[config.mk]
export PLATFORM = sky130hd
export DESIGN_NAME = axi_apb_bridge
export DESIGN_NICKNAME = d
export VERILOG_FILES = /design/src/rtl/axi_apb_pkg.sv /design/src/rtl/apb_timeout_counter.sv /design/src/rtl/axi_apb_bridge.sv
export SDC_FILE = /design/constraint.sdc
export NUM_CORES = 1
export LEC_CHECK = 0
export ABC_AREA = 1
export BUFFER_PORTS_ARGS = -buffer_cell sky130_fd_sc_hd__buf_2
export CAP_MARGIN = 20
export CORE_MARGIN = 1.5
export CORE_UTILIZATION = 32
export DETAILED_ROUTE_END_ITERATION = 6
export PLACE_DENSITY = 0.59
export SYNTH_ARGS = -nofsm -noshare
export SYNTH_HDL_FRONTEND = slang
export SYNTH_SLANG_ARGS = --single-unit
[constraint.sdc]
create_clock -name clk -period 2.2 [get_ports clk]
set_input_delay 0.11 -clock clk [delete_from_list [all_inputs] [get_ports clk]]
set_output_delay 0.11 -clock clk [all_outputs]
set_load 0.01 [all_outputs]
[src/rtl/axi_apb_pkg.sv]
// Shared definitions for the AXI-lite to APB3 bridge: FSM encoding,
// arbitration tags and address-decode constants.
package axi_apb_pkg;

    typedef enum logic [2:0] {
        ST_IDLE,
        ST_SETUP,
        ST_ACCESS,
        ST_RRESP,
        ST_BRESP
    } state_t;

    typedef enum logic {
        GRANT_READ  = 1'b0,
        GRANT_WRITE = 1'b1
    } grant_t;

    localparam logic [31:0] DECODE_ERR_DATA = 32'hDEAD_BEEF;
    localparam int          SLOT_LSB        = 12;
    localparam int          SLOT_WIDTH      = 2;

    function automatic logic [SLOT_WIDTH-1:0] addr_slot(input logic [31:0] addr);
        return addr[SLOT_LSB +: SLOT_WIDTH];
    endfunction

endpackage

[src/rtl/apb_timeout_counter.sv]
// Counts ACCESS-phase cycles and flags when a slave has kept the bus
// waiting for TIMEOUT_CYCLES cycles without PREADY.
module apb_timeout_counter #(
    parameter int TIMEOUT_CYCLES = 255
) (
    input  logic clk,
    input  logic rst,
    input  logic clear,
    input  logic enable,
    output logic expired
);

    localparam logic [7:0] LIMIT = 8'(TIMEOUT_CYCLES);

    logic [7:0] count;

    // Saturates at the limit so a late PREADY cannot wrap the count.
    always_ff @(posedge clk) begin
        if (rst) begin
            count <= '0;
        end else if (clear) begin
            count <= '0;
        end else if (enable && !expired) begin
            count <= count + 8'd1;
        end
    end

    assign expired = (count >= LIMIT);

endmodule

[src/rtl/axi_apb_bridge.sv]
// Single-outstanding AXI-lite slave port to APB3 master bridge with
// read/write arbitration, slot decode, and timeout/decode-error recovery.
module axi_apb_bridge #(
    parameter int NUM_SLAVES     = 4,
    parameter int TIMEOUT_CYCLES = 255
) (
    input  logic                    clk,
    input  logic                    rst,
    input  logic [31:0]             s_araddr,
    input  logic                    s_arvalid,
    output logic                    s_arready,
    output logic [31:0]             s_rdata,
    output logic                    s_rvalid,
    input  logic                    s_rready,
    input  logic [31:0]             s_awaddr,
    input  logic                    s_awvalid,
    output logic                    s_awready,
    input  logic [31:0]             s_wdata,
    input  logic                    s_wvalid,
    output logic                    s_wready,
    output logic                    s_bvalid,
    input  logic                    s_bready,
    output logic [31:0]             paddr,
    output logic [NUM_SLAVES-1:0]   psel,
    output logic                    penable,
    output logic                    pwrite,
    output logic [31:0]             pwdata,
    input  logic [32*NUM_SLAVES-1:0] prdata,
    input  logic [NUM_SLAVES-1:0]   pready,
    input  logic [NUM_SLAVES-1:0]   pslverr,
    output logic                    err_pulse,
    output logic [31:0]             err_addr
);

    import axi_apb_pkg::*;

    state_t                state;
    state_t                state_nxt;
    grant_t                last_grant;
    logic [31:0]           addr_q;
    logic [31:0]           wdata_q;
    logic                  write_q;
    logic [SLOT_WIDTH-1:0] slot_q;

    logic                  wr_cand;
    logic                  rd_cand;
    logic                  grant_wr;
    logic                  grant_rd;
    logic                  hs_any;
    logic [31:0]           hs_addr;
    logic [SLOT_WIDTH-1:0] hs_slot;
    logic                  hs_decode_err;

    logic                  sel_ready;
    logic                  sel_err;
    logic [31:0]           sel_rdata;
    logic                  in_access;
    logic                  tmo_expired;

    assign in_access = (state == ST_ACCESS);

    // A write needs both AW and W; on a tie the side not served last wins.
    always_comb begin
        wr_cand       = s_awvalid && s_wvalid;
        rd_cand       = s_arvalid;
        grant_wr      = (state == ST_IDLE) && wr_cand &&
                        (!rd_cand || (last_grant == GRANT_READ));
        grant_rd      = (state == ST_IDLE) && rd_cand && !grant_wr;
        hs_any        = grant_wr || grant_rd;
        hs_addr       = grant_wr ? s_awaddr : s_araddr;
        hs_slot       = addr_slot(hs_addr);
        hs_decode_err = (int'(hs_slot) >= NUM_SLAVES);
    end

    assign s_arready = grant_rd;
    assign s_awready = grant_wr;
    assign s_wready  = grant_wr;

    always_comb begin
        sel_ready = 1'b0;
        sel_err   = 1'b0;
        sel_rdata = '0;
        for (int i = 0; i < NUM_SLAVES; i++) begin
            if (slot_q == i[SLOT_WIDTH-1:0]) begin
                sel_ready = pready[i];
                sel_err   = pslverr[i];
                sel_rdata = prdata[32*i +: 32];
            end
        end
    end

    always_comb begin
        psel = '0;
        for (int i = 0; i < NUM_SLAVES; i++) begin
            psel[i] = ((state == ST_SETUP) || in_access) &&
                      (slot_q == i[SLOT_WIDTH-1:0]);
        end
    end

    assign penable  = in_access;
    assign s_rvalid = (state == ST_RRESP);
    assign s_bvalid = (state == ST_BRESP);
    assign paddr    = addr_q;
    assign pwdata   = wdata_q;
    assign pwrite   = write_q;

    apb_timeout_counter #(
        .TIMEOUT_CYCLES(TIMEOUT_CYCLES)
    ) u_timeout (
        .clk     (clk),
        .rst     (rst),
        .clear   (!in_access),
        .enable  (in_access),
        .expired (tmo_expired)
    );

    always_comb begin
        state_nxt = state;
        case (state)
            ST_IDLE: begin
                if (hs_any) begin
                    if (hs_decode_err) begin
                        state_nxt = grant_wr ? ST_BRESP : ST_RRESP;
                    end else begin
                        state_nxt = ST_SETUP;
                    end
                end
            end
            ST_SETUP:  state_nxt = ST_ACCESS;
            ST_ACCESS: begin
                if (sel_ready || tmo_expired) begin
                    state_nxt = write_q ? ST_BRESP : ST_RRESP;
                end
            end
            ST_RRESP: begin
                if (s_rready) begin
                    state_nxt = ST_IDLE;
                end
            end
            ST_BRESP: begin
                if (s_bready) begin
                    state_nxt = ST_IDLE;
                end
            end
            default:   state_nxt = ST_IDLE;
        endcase
    end

    // Every error source loads err_addr and raises err_pulse on the edge
    // that enters the response state, so the pulse lines up with its valid.
    always_ff @(posedge clk) begin
        if (rst) begin
            state      <= ST_IDLE;
            last_grant <= GRANT_READ;
            addr_q     <= '0;
            wdata_q    <= '0;
            write_q    <= 1'b0;
            slot_q     <= '0;
            s_rdata    <= '0;
            err_pulse  <= 1'b0;
            err_addr   <= '0;
        end else begin
            state     <= state_nxt;
            err_pulse <= 1'b0;

            if (hs_any) begin
                addr_q     <= hs_addr;
                slot_q     <= hs_slot;
                write_q    <= grant_wr;
                last_grant <= grant_wr ? GRANT_WRITE : GRANT_READ;
                if (grant_wr) begin
                    wdata_q <= s_wdata;
                end
                if (hs_decode_err) begin
                    err_pulse <= 1'b1;
                    err_addr  <= hs_addr;
                    if (grant_rd) begin
                        s_rdata <= DECODE_ERR_DATA;
                    end
                end
            end

            if (in_access) begin
                if (sel_ready) begin
                    if (!write_q) begin
                        s_rdata <= sel_rdata;
                    end
                    if (sel_err) begin
                        err_pulse <= 1'b1;
                        err_addr  <= addr_q;
                    end
                end else if (tmo_expired) begin
                    err_pulse <= 1'b1;
                    err_addr  <= addr_q;
                    if (!write_q) begin
                        s_rdata <= DECODE_ERR_DATA;
                    end
                end
            end
        end
    end

endmodule

; Word level (Yosys, flattened, before mapping)
; Index checks and enable logic that the tools add are counted.
[totals]
regBits = 144
output_inout_bits = 140
elab_cells = 83
[op_classes]
addsub = 1
n_lt_le_gt_ge = 1
eq_ne = 14
n_mux = 30
bitwise_logic = 2
n_reduce_logical = 25
[op_table]
columns = cell, count
row1 = $mux 32, 12
row2 = $mux 3, 5
row3 = $pmux 3 s5, 1
row4 = $mux 1, 12
row5 = $logic_and 1x1->1, 10
row6 = $add 8x1->8 const B, 1
row7 = $ge 8x8->1 const B, 1
row8 = $ne 2x1->1 const B, 4
row9 = $reduce_and 4->1, 2
row10 = $eq 3x2->1 const B, 2
row11 = $ne 2x2->1 const B, 3
row12 = $eq 2x2->1 const B, 2
row13 = $logic_or 1x1->1, 4
row14 = $eq 3x1->1 const B, 1
row15 = $eq 3x3->1 const B, 1
row16 = $logic_not 1->1, 3
row17 = $logic_not 3->1, 1
row18 = $reduce_and 3->1, 1
row19 = $eq 2x1->1 const B, 1
row20 = $logic_not 2->1, 1
row21 = $not 1->1, 2
row22 = $reduce_and 2->1, 1
row23 = $reduce_bool 2->1, 1
row24 = $reduce_or 2->1, 1

; Depth between registers and ports, before layout
; Gate-level depths: netlist (run 1).
[depth]
ltp_word = 8
ltp_mapped = 12
depth_no_buf = 10

; Cells and area by module
; Synthesis (run 1) repeated with hierarchy kept, for this count alone.
[unflattened]
hier_cells = 1140
area_unflattened_um2 = 7156.9
[modules_own_cells]
columns = module, n_inst, cells_each, area_per_inst_um2, seq_area_each_um2
row1 = axi_apb_bridge, 1, 1069, 6676.4, 2662.6
row2 = apb_timeout_counter, 1, 71, 480.5, 160.2

; Worst setup path before layout (run 1)
; OpenSTA, ideal clock, no wires.
[synth_timing]
path_type = register to register
from = register u_timeout.count[0]
to = register s_rdata[10]
t_arrival_ns = 1.563
required_ns = 2.136
slack_ns = 0.573
path_stages_with_launch = 11
n_path_buf = 1
period_less_slack_ns = 1.627
cell_sequence = dfxtp_1 ha_1 inv_1 nor2_1 nand2_1 nand3_2 nand2_2 inv_2 buf_2 nor2_1 nor2_1
[synth_via]
elab_chain_len = 3
elab_cells_between_ends = 4
[synth_rtl]
columns = item, line
row1 = "start, declared", apb_timeout_counter.sv:15  ; logic [7:0] count;
row2 = "start signal, assigned", apb_timeout_counter.sv:24  ; count <= count + 8'd1;
row3 = $ge 8x8->1 *, apb_timeout_counter.sv:28  ; assign expired = (count >= LIMIT);
row4 = $ne 2x2->1 (no source line) / $reduce_bool 2->1 (equally long branches), -
row5 = $reduce_and 4->1 (no source line) *, -
row6 = "end signal, assigned", axi_apb_bridge.sv:186  ; s_rdata <= sel_rdata;
row7 = "end, declared", axi_apb_bridge.sv:12  ; output logic [31:0] s_rdata,
; Every way passes the cells marked *; elsewhere a longest branch is shown, timed or not.
; A chain may end at the register's enable or synchronous reset.

==> results of run 1 <==
## cell families after synthesis
group                      Yosys count  share of synthesized area
buffers and inverters              225                     0.1293
DFF                                141                     0.4044
xor gates and xnor gates             2                   0.002510
adders and majority gates            1                   0.001792
and+or+nand+nor                    579                     0.3395
AOI/OAI and AO/OA                  162                     0.1224
## where the power goes
group	internal (mW)	total (mW)	switching (mW)
Sequential	3.17	3.52	0.349
Combinational	1.79	4.92	3.13
Clock	1.83	3.01	1.18
## registers in the layout (all words and copies together) (netlist names)
signal and count:
err_addr 32, paddr 32, pwdata 32, state 3
u_timeout.count 8, err_pulse 1, s_rdata 32, last_grant 1
## cell usage after synthesis (all sizes together) (2+ instances only)
cell	instances	area share
buf	38	0.029
o21ai	57	0.041
nor3	6	0.0043
a21oi	73	0.053
nand3	41	0.032
nor2	207	0.11
inv	159	0.086
nand4	35	0.031
or2	2	0.0018
dfxtp	141	0.40
clkbuf	27	0.015
nand2	288	0.16
o22ai	32	0.029
## repair_timing
action / CTS / global route
hold buffers: 35 / 0
setup buffers: 0 / 0
gates resized for setup: 0 / 0
hold endpoints to repair: 35 / 0
## layout by cell type (no fill, tap or decap), drive strengths merged, types with 35 or more instances in the layout
cell,n
nand4,35
inv,163
o21ai,57
a21oi,73
nor2,207
buf,400
nand3,41
dlygate4sd3,35
nand2,288
dfxtp,141
## critical path: stages, from the launching register on
cell and delay [ns]:
dfxtp_1 0.51, buf_4 0.24, nor2_2 0.07, nand2_1 0.09, nand3_2 0.11, nand3_2 0.12
buf_4 0.38, nand4_1 0.17, nand2_1 0.10, nor2_1 0.04
## routing by layer
| metal | wire (µm) | vias up | share of wire | track usage |
|---|---|---|---|---|
| met5 | 0 | - | 0 | 0 |
| met4 | 700 | 0 | 0.027 | 0.09029 |
| met3 | 1932 | 50 | 0.074 | 0.05667 |
| met2 | 12560 | 329 | 0.48 | 0.3950 |
| met1 | 11080 | 3744 | 0.42 | 0.2682 |
| li1 | - | 4228 | - | - |
## final timing paths
| path | start | to | slack, ns | depth (start not counted) |
|---|---|---|---|---|
| max | paddr[12] | err_addr[17] | 0.23 | 9 |
| min | prdata[114] | s_rdata[18] | 0.02 | 5 |
| max reg2reg | paddr[12] | err_addr[17] | 0.23 | 9 |
| min reg2reg | u_timeout.count[4] | u_timeout.count[4] | 0.45 | 2 |
## through the flow
step / hold WS (ns) / instances
finish: 0.01960 / 1787
global route: 0.03399 / 1787
CTS: 0.0003193 / 1787
detailed placement: 0.3372 / 1720
global placement: 0.3296 / 1720
floorplan: 0.2449 / 1110
## layout make-up
class | instances | area share
multi-input cells | 744 | 0.3232
flip-flops and latches | 141 | 0.2790
repair buffers | 435 | 0.2442
inverters | 160 | 0.05962
clock buffers | 20 | 0.04416
well taps | 275 | 0.03401
clock inverters | 12 | 0.01583
==> metrics.txt, run 1 <==
ys async rst share=0; min Tclk post-route=1.968 ns; Final nets=about 1700; first drt pass iteration count=5; Synth Cell Area=between 6000 and 7000 µm²; Clock Tree Buf Depth=2; Crit Path Max Fanout=32; skew final=0.007607 ns; total power draw=between 10 and 15 mW; Syn Inst Count=around 1100; fin area=~10000 µm²; clk slew on worst S/H paths=about 0.060 ns; Worst-Skew Late Latency=about 0.42 ns; max cap viols=0; via count=between 8000 and 9000; layout cell share with drive strength beyond 1=0.3003; RSZ-0062 raised after global routing=false; CP Class=flip-flop to flip-flop; Ports=~380; Peak Freq=around 510 MHz; FF/Latch Area=2823 µm²; Die X=about 150 µm; GRT overflow=0; Finished Core Util=0.4767; Routed Antenna Nets=0; relative slew slack=0.6383; CTS tree=built; Worst setup EP type=flip-flop; EDFF count, synth=0; global-route wire length before repair=approximately 40000 µm; Root Buffer=clkbuf_16; Sum Neg Setup Slack=0 ns; H-tree depth=4; Detailed Route WL=~26000 µm; Worst Setup Start Kind=flip-flop; Final Wtd Congestion=approximately 0.9; Iteration-0 DRC Markers=354; syn_nets=around 1400; worst path required time=~2.5 ns; row count=53; Die H=between 150 and 200 µm; multi-input logic area=3269 µm²; initial antenna violation count=0; Leak Pwr=about 5.4 nW; prevailing post-synth register cell=dfxtp_1; Wirelength per Cell=between 10 and 15 µm; PortBufs=378; Critical Path AT=2.28 ns; number of synthesis warnings=0; pwr dens=roughly 1100 nW/µm²; die area=22700 µm²; largest net degree at the start of global routing=a little under 70; synth unique cells=26; post-synthesis register bit count=141; CORE AREA=21220 µm²; maximum vdd drop=about 0.5 mV; outcome=completed; Antenna Cells=0; Least-Margin Pin Slew=around 0.54 ns; Starting Density=0.3289; final worst-path cycle share=0.8945; post-route setup slack=between 0.2 and 0.25 ns; Final Max Tran Viols=0; DP HPWL=19060 µm; DR vias/cell=approximately 4.7; GR Util All Layers=0.2276; vias in the first global route=~8000; sequential fraction of the synthesis area=0.4044; CTS Buf Count=17; Setup-failing EPs final=0; pre-CTS setup slack=approximately 0.28 ns; final hold violations=0; syn avg cell area=approximately 6.3 µm²; worst min-delay path class=input pin to flip-flop; area grow syn2layout=44.95%; fillers=~2300; clk sink count=between 100 and 150; placed instance area=slightly above 9000 µm²; DR DRC count=0
Power figures use the tool's default switching activity.
==> run 2, diff against run 1 <==
clock period = 2.3 ns   (was 2.2 ns; I/O delays follow)
==> run 2 against run 1 <==
Register-to-register slack better by 0.09 ns. Sequential power shrank 5%. Utilization fell by 0.66 points. Power fell by 7.6%. Design area decreased by 1.4%. First-iteration DRC count decreased by 20%. Critical path type is now flip-flop to primary output. Setup slack improved by 0.071 ns. Clock skew rose by 0.0061 ns. Hold slack is essentially flat. Clock-buffer cell count unchanged. Die area is the same. Global-route usage fell by 0.51 points.
==> metrics.txt, run 2 (synthesized netlist as in run 1, its figures left out) <==
DP HPWL=between 15000 and 20000 µm; Starting Density=0.3289; PortBufs=roughly 380; Detailed Route WL=~26000 µm; GRT overflow=0; relative slew slack=0.6075; CTS tree=built; Root Buffer=clkbuf_16; DR vias/cell=between 4 and 5; Clock Tree Buf Depth=2; final worst-path cycle share=0.8682; layout cell share with drive strength beyond 1=0.2983; max cap viols=0; DR DRC count=0; GR Util All Layers=0.2225; area grow syn2layout=42.94%; clk sink count=between 100 and 150; Wirelength per Cell=14.43 µm; row count=53; fin area=between 9000 and 10000 µm²; initial antenna violation count=0; CORE AREA=around 21000 µm²; Worst R2R End=s_rdata[20]; global-route wire length before repair=around 39000 µm; multi-input logic area=3269 µm²; fillers=2255; Worst setup EP type=primary output; Ports=379; pre-CTS setup slack=0.3279 ns; Die X=150.7 µm; Worst-Skew Late Latency=about 0.42 ns; CTS Buf Count=17; H-tree depth=4; buffer count from post-CTS setup fixing=0; hold_buf cts=32; Die H=~150 µm; maximum vdd drop=0.5328 mV; start point of the worst hold path=prdata[101]; post-route setup slack=between 0.3 and 0.4 ns; Final Wtd Congestion=0.8783; Least-Margin Pin Slew=0.5874 ns; placed instance area=about 9100 µm²; final hold violations=0; Final nets=approximately 1700; die area=around 23000 µm²; Reg-to-Reg Start=u_timeout.count[0]; worst path required time=about 2.2 ns; RSZ-0062 raised after global routing=false; FF/Latch Area=2823 µm²; Setup-failing EPs final=0; Final Max Tran Viols=0; CP Class=flip-flop to primary output; outcome=completed; FF-to-FF path depth=9; clk slew on worst S/H paths=~0.070 ns; pwr dens=approximately 1100 nW/µm²; via count=around 8200; Crit Path Max Fanout=35; flop-to-flop setup slack=approximately 0.32 ns; Finished Layout Cells=around 1800; # resized after CTS=0; vias in the first global route=approximately 8000; min Tclk post-route=approximately 2 ns; commonest cells after routing, fill and taps aside=378 x buf_2, 283 x nand2_1, 200 x nor2_1, 152 x inv_1, 141 x dfxtp_1; hold worst-path end=s_rdata[5]; Peak Freq=500.8 MHz; largest net degree at the start of global routing=68; Iteration-0 DRC Markers=approximately 280; Placed Cells=~1700; Critical Path AT=around 1.9 ns; Leak Pwr=5.367 nW; Hold Path Depth=5; Sum Neg Setup Slack=0 ns; skew final=0.01373 ns; first drt pass iteration count=6; Hold Worst Slack=slightly below 0.02 ns; worst min-delay path class=input pin to flip-flop; Routed Antenna Nets=0; Worst Setup Start Kind=flip-flop; commonest non-fill, non-tap cell in the layout=buf_2
-- run 2: changes by cell type in the layout (fill, tap and decap cells not counted), moves of 2 or more --
| cell | change |
|---|---|
| buf_12 | -2 |
| buf_4 | -2 |
| bufinv_16 | -2 |
| dlygate4sd3_1 | -3 |
-- run 2: worst max-delay path, cell delays in order (launching register included) --
cell and delay [ns]:
dfxtp_1 0.36, nor2_1 0.16, nand2_1 0.18, clkinv_1 0.11, buf_4 0.40, buf_2 0.22
-- run 2: worst max path at each step --
stage | endpoint | slack (ns) | startpoint | cells past startpoint
after floorplan | s_rdata[10] | 0.67 | u_timeout.count[0] | 10
after global placement | s_rdata[22] | 0.42 | u_timeout.count[0] | 9
after detailed placement | s_rdata[24] | 0.33 | u_timeout.count[0] | 9
after CTS | penable | 0.29 | state[0] | 5
after global routing | s_rdata[22] | 0.13 | u_timeout.count[0] | 9
final | penable | 0.30 | state[0] | 5
-- run 2: power breakdown --
part	switching, mW	total, mW	internal, mW
combinational	2.97	4.62	1.65
clock	1.11	2.61	1.50
sequential	0.321	3.36	3.03
-- run 2: metal layers --
layer  GRT usage  routed length (µm)  share of wire
met1      0.2656               11130           0.43
met3     0.05939                1913          0.074
met5           0                   0              0
met4     0.08010                 646          0.025
met2      0.3828               12010           0.47
-- run 2: stage by stage --
step / util / power (mW)
after floorplan: - / 6.282
after global placement: 0.4290 / 7.972
after detailed placement: 0.4290 / 7.996
after CTS: 0.4700 / 10.69
after global routing: 0.4700 / 11.42
final: 0.4701 / 10.59
-- run 2: area by class of cell --
cell class | instances | area share
clock inverter | 12 | 0.01129
inverter | 160 | 0.06045
clock buffer | 20 | 0.04377
tap | 275 | 0.03449
antenna | 1 | 0.0002508
timing repair buffer | 428 | 0.2391
multi-input combinational | 744 | 0.3277
sequential | 141 | 0.2830
==> run 3, diff against run 2 <==
BUFFER_PORTS_ARGS = -buffer_cell sky130_fd_sc_hd__buf_4   (was -buffer_cell sky130_fd_sc_hd__buf_2)
==> run 3 against run 2 <==
Setup slack improved by 0.0070 ns. Clock-buffer cell count decreased by 1. Combinational power increased by 11%. Clock power increased by 8.8%. Sequential share of layout area decreased by 2.6 points. Design area increased by 10%. First-iteration DRC count increased by 28%. Maximum frequency increased by 0.35%. Clock skew decreased by 0.0057 ns. Register-to-register slack about the same. Wire length increased by 4.5%. Critical endpoint is now s_rdata[20].
==> metrics.txt, run 3 (synthesized netlist as in run 1, its figures left out) <==
CTS tree=built; DP HPWL=approximately 19000 µm; Crit Path Max Fanout=27; Placed Cells=1717; DR vias/cell=about 4.6; RSZ-0062 raised after global routing=false; largest net degree at the start of global routing=66; row count=53; Wirelength per Cell=15.07 µm; Antenna Cells=0; clk slew on worst S/H paths=roughly 0.060 ns; fillers=roughly 2200; global-route wire length before repair=just over 40000 µm; GRT overflow=0; Finished Core Util=0.5185; Sequential Power Share=0.298; Sum Neg Setup Slack=0 ns; commonest cells after routing, fill and taps aside=393 x buf_4, 283 x nand2_1, 200 x nor2_1, 152 x inv_1, 141 x dfxtp_1; via count=between 8000 and 9000; maximum vdd drop=between 0.4 and 0.5 mV; buffer count from post-CTS setup fixing=0; vias in the first global route=7912; total power draw=~11 mW; Clock Tree Buf Depth=2; relative slew slack=0.5911; first drt pass iteration count=5; Ports=between 300 and 400; Gate power share=0.451; GR Util All Layers=0.2334; Root Buffer=clkbuf_16; area grow syn2layout=57.66%; Routed Antenna Nets=0; max cap viols=0; Critical Path AT=approximately 2.3 ns; worst min-delay path class=input pin to flip-flop; DR DRC count=0; pwr dens=around 1000 nW/µm²; min Tclk post-route=just under 2 ns; CORE AREA=21220 µm²; Die X=150.7 µm; Finished Layout Cells=between 1500 and 2000; skew final=0.007991 ns; Leak Pwr=roughly 5.6 nW; worst path required time=roughly 2.7 ns; Worst Setup Start Kind=flip-flop; PortBufs=378; Worst-Skew Late Latency=~0.42 ns; Worst setup EP type=flip-flop; CP Class=flip-flop to flip-flop; layout cell share with drive strength beyond 1=0.2999; Detailed Route WL=between 20000 and 30000 µm; Least-Margin Pin Slew=between 0.6 and 0.7 ns; Net Sw Power=roughly 4.5 mW; die area=22700 µm²; Clock Power Share=0.251; commonest non-fill, non-tap cell in the layout=buf_4; Final nets=1734; initial antenna violation count=0; clk sink count=about 140; final worst-path cycle share=0.8651; Final Max Tran Viols=0; Starting Density=0.3289; H-tree depth=4; Int Power=approximately 6.9 mW; Die H=between 150 and 200 µm; Setup-failing EPs final=0; outcome=completed; CTS Buf Count=17; final hold violations=0; Iteration-0 DRC Markers=364; Final Wtd Congestion=about 0.9; Net Sw Frac=0.3947; Peak Freq=approximately 500 MHz
-- run 3: path summary, 6_finish.rpt --
path / from / endpoint / slack, ns / cells after the start
setup / recovery: u_timeout.count[0] / s_rdata[20] / 0.31 / 9
hold / removal: prdata[106] / s_rdata[10] / 0.01 / 5
setup reg to reg: u_timeout.count[0] / s_rdata[20] / 0.31 / 9
hold reg to reg: u_timeout.count[4] / u_timeout.count[4] / 0.46 / 2
-- run 3: power by group through the flow --
stage | combinational (mW) | sequential (mW) | clock (mW)
2_1_floorplan | 2.64 | 3.65 | 0
3_3_place_gp | 5.08 | 3.40 | 0
3_5_place_dp | 5.08 | 3.41 | 0
4_1_cts | 5.15 | 3.37 | 2.90
5_1_grt | 5.70 | 3.44 | 3.03
6_report | 5.11 | 3.37 | 2.84
-- run 3: critical path, stage by stage (launching register included) --
cell	delay (ns)
dfxtp_1	0.38
ha_1	0.25
inv_1	0.06
nor2_1	0.17
nand2_1	0.13
nand3_2	0.13
nand2_2	0.15
inv_2	0.42
nand2_1	0.09
a21oi_1	0.13
-- run 3: cell type report --
cell class,instances,area (µm²),share of cell area
multi-input combinational,744,3264,0.2967
clock buffer,19,442.9,0.04025
clock inverter,13,165.2,0.01501
timing repair buffer,430,3361,0.3054
tap,275,344.1,0.03127
sequential,141,2823,0.2565
inverter,160,603.1,0.05481
-- run 3: metal layers --
layer	global-route usage	up-vias	routed length [µm]
li1	-	4221	-
met1	0.2752	3681	11360
met2	0.4016	299	12590
met3	0.06697	49	2143
met4	0.08495	0	756
met5	0	-	0
-- run 3: timing repair --
action,4_1_cts,5_1_grt
hold buffers,33,0
endpoints found under the hold margin,41,0
gates resized for setup,0,0
-- run 3: through the flow --
| step | area [µm²] | setup WS (ns) | hold WS (ns) |
|---|---|---|---|
| floorplan | 6979 | 0.6729 | 0.2499 |
| global placement | 10060 | 0.4196 | 0.3346 |
| detailed placement | 10060 | 0.3546 | 0.3421 |
| CTS | 11000 | 0.3100 | 0.001267 |
| global route | 11000 | 0.06714 | 0.03449 |
| finish | 11000 | 0.3102 | 0.01369 |
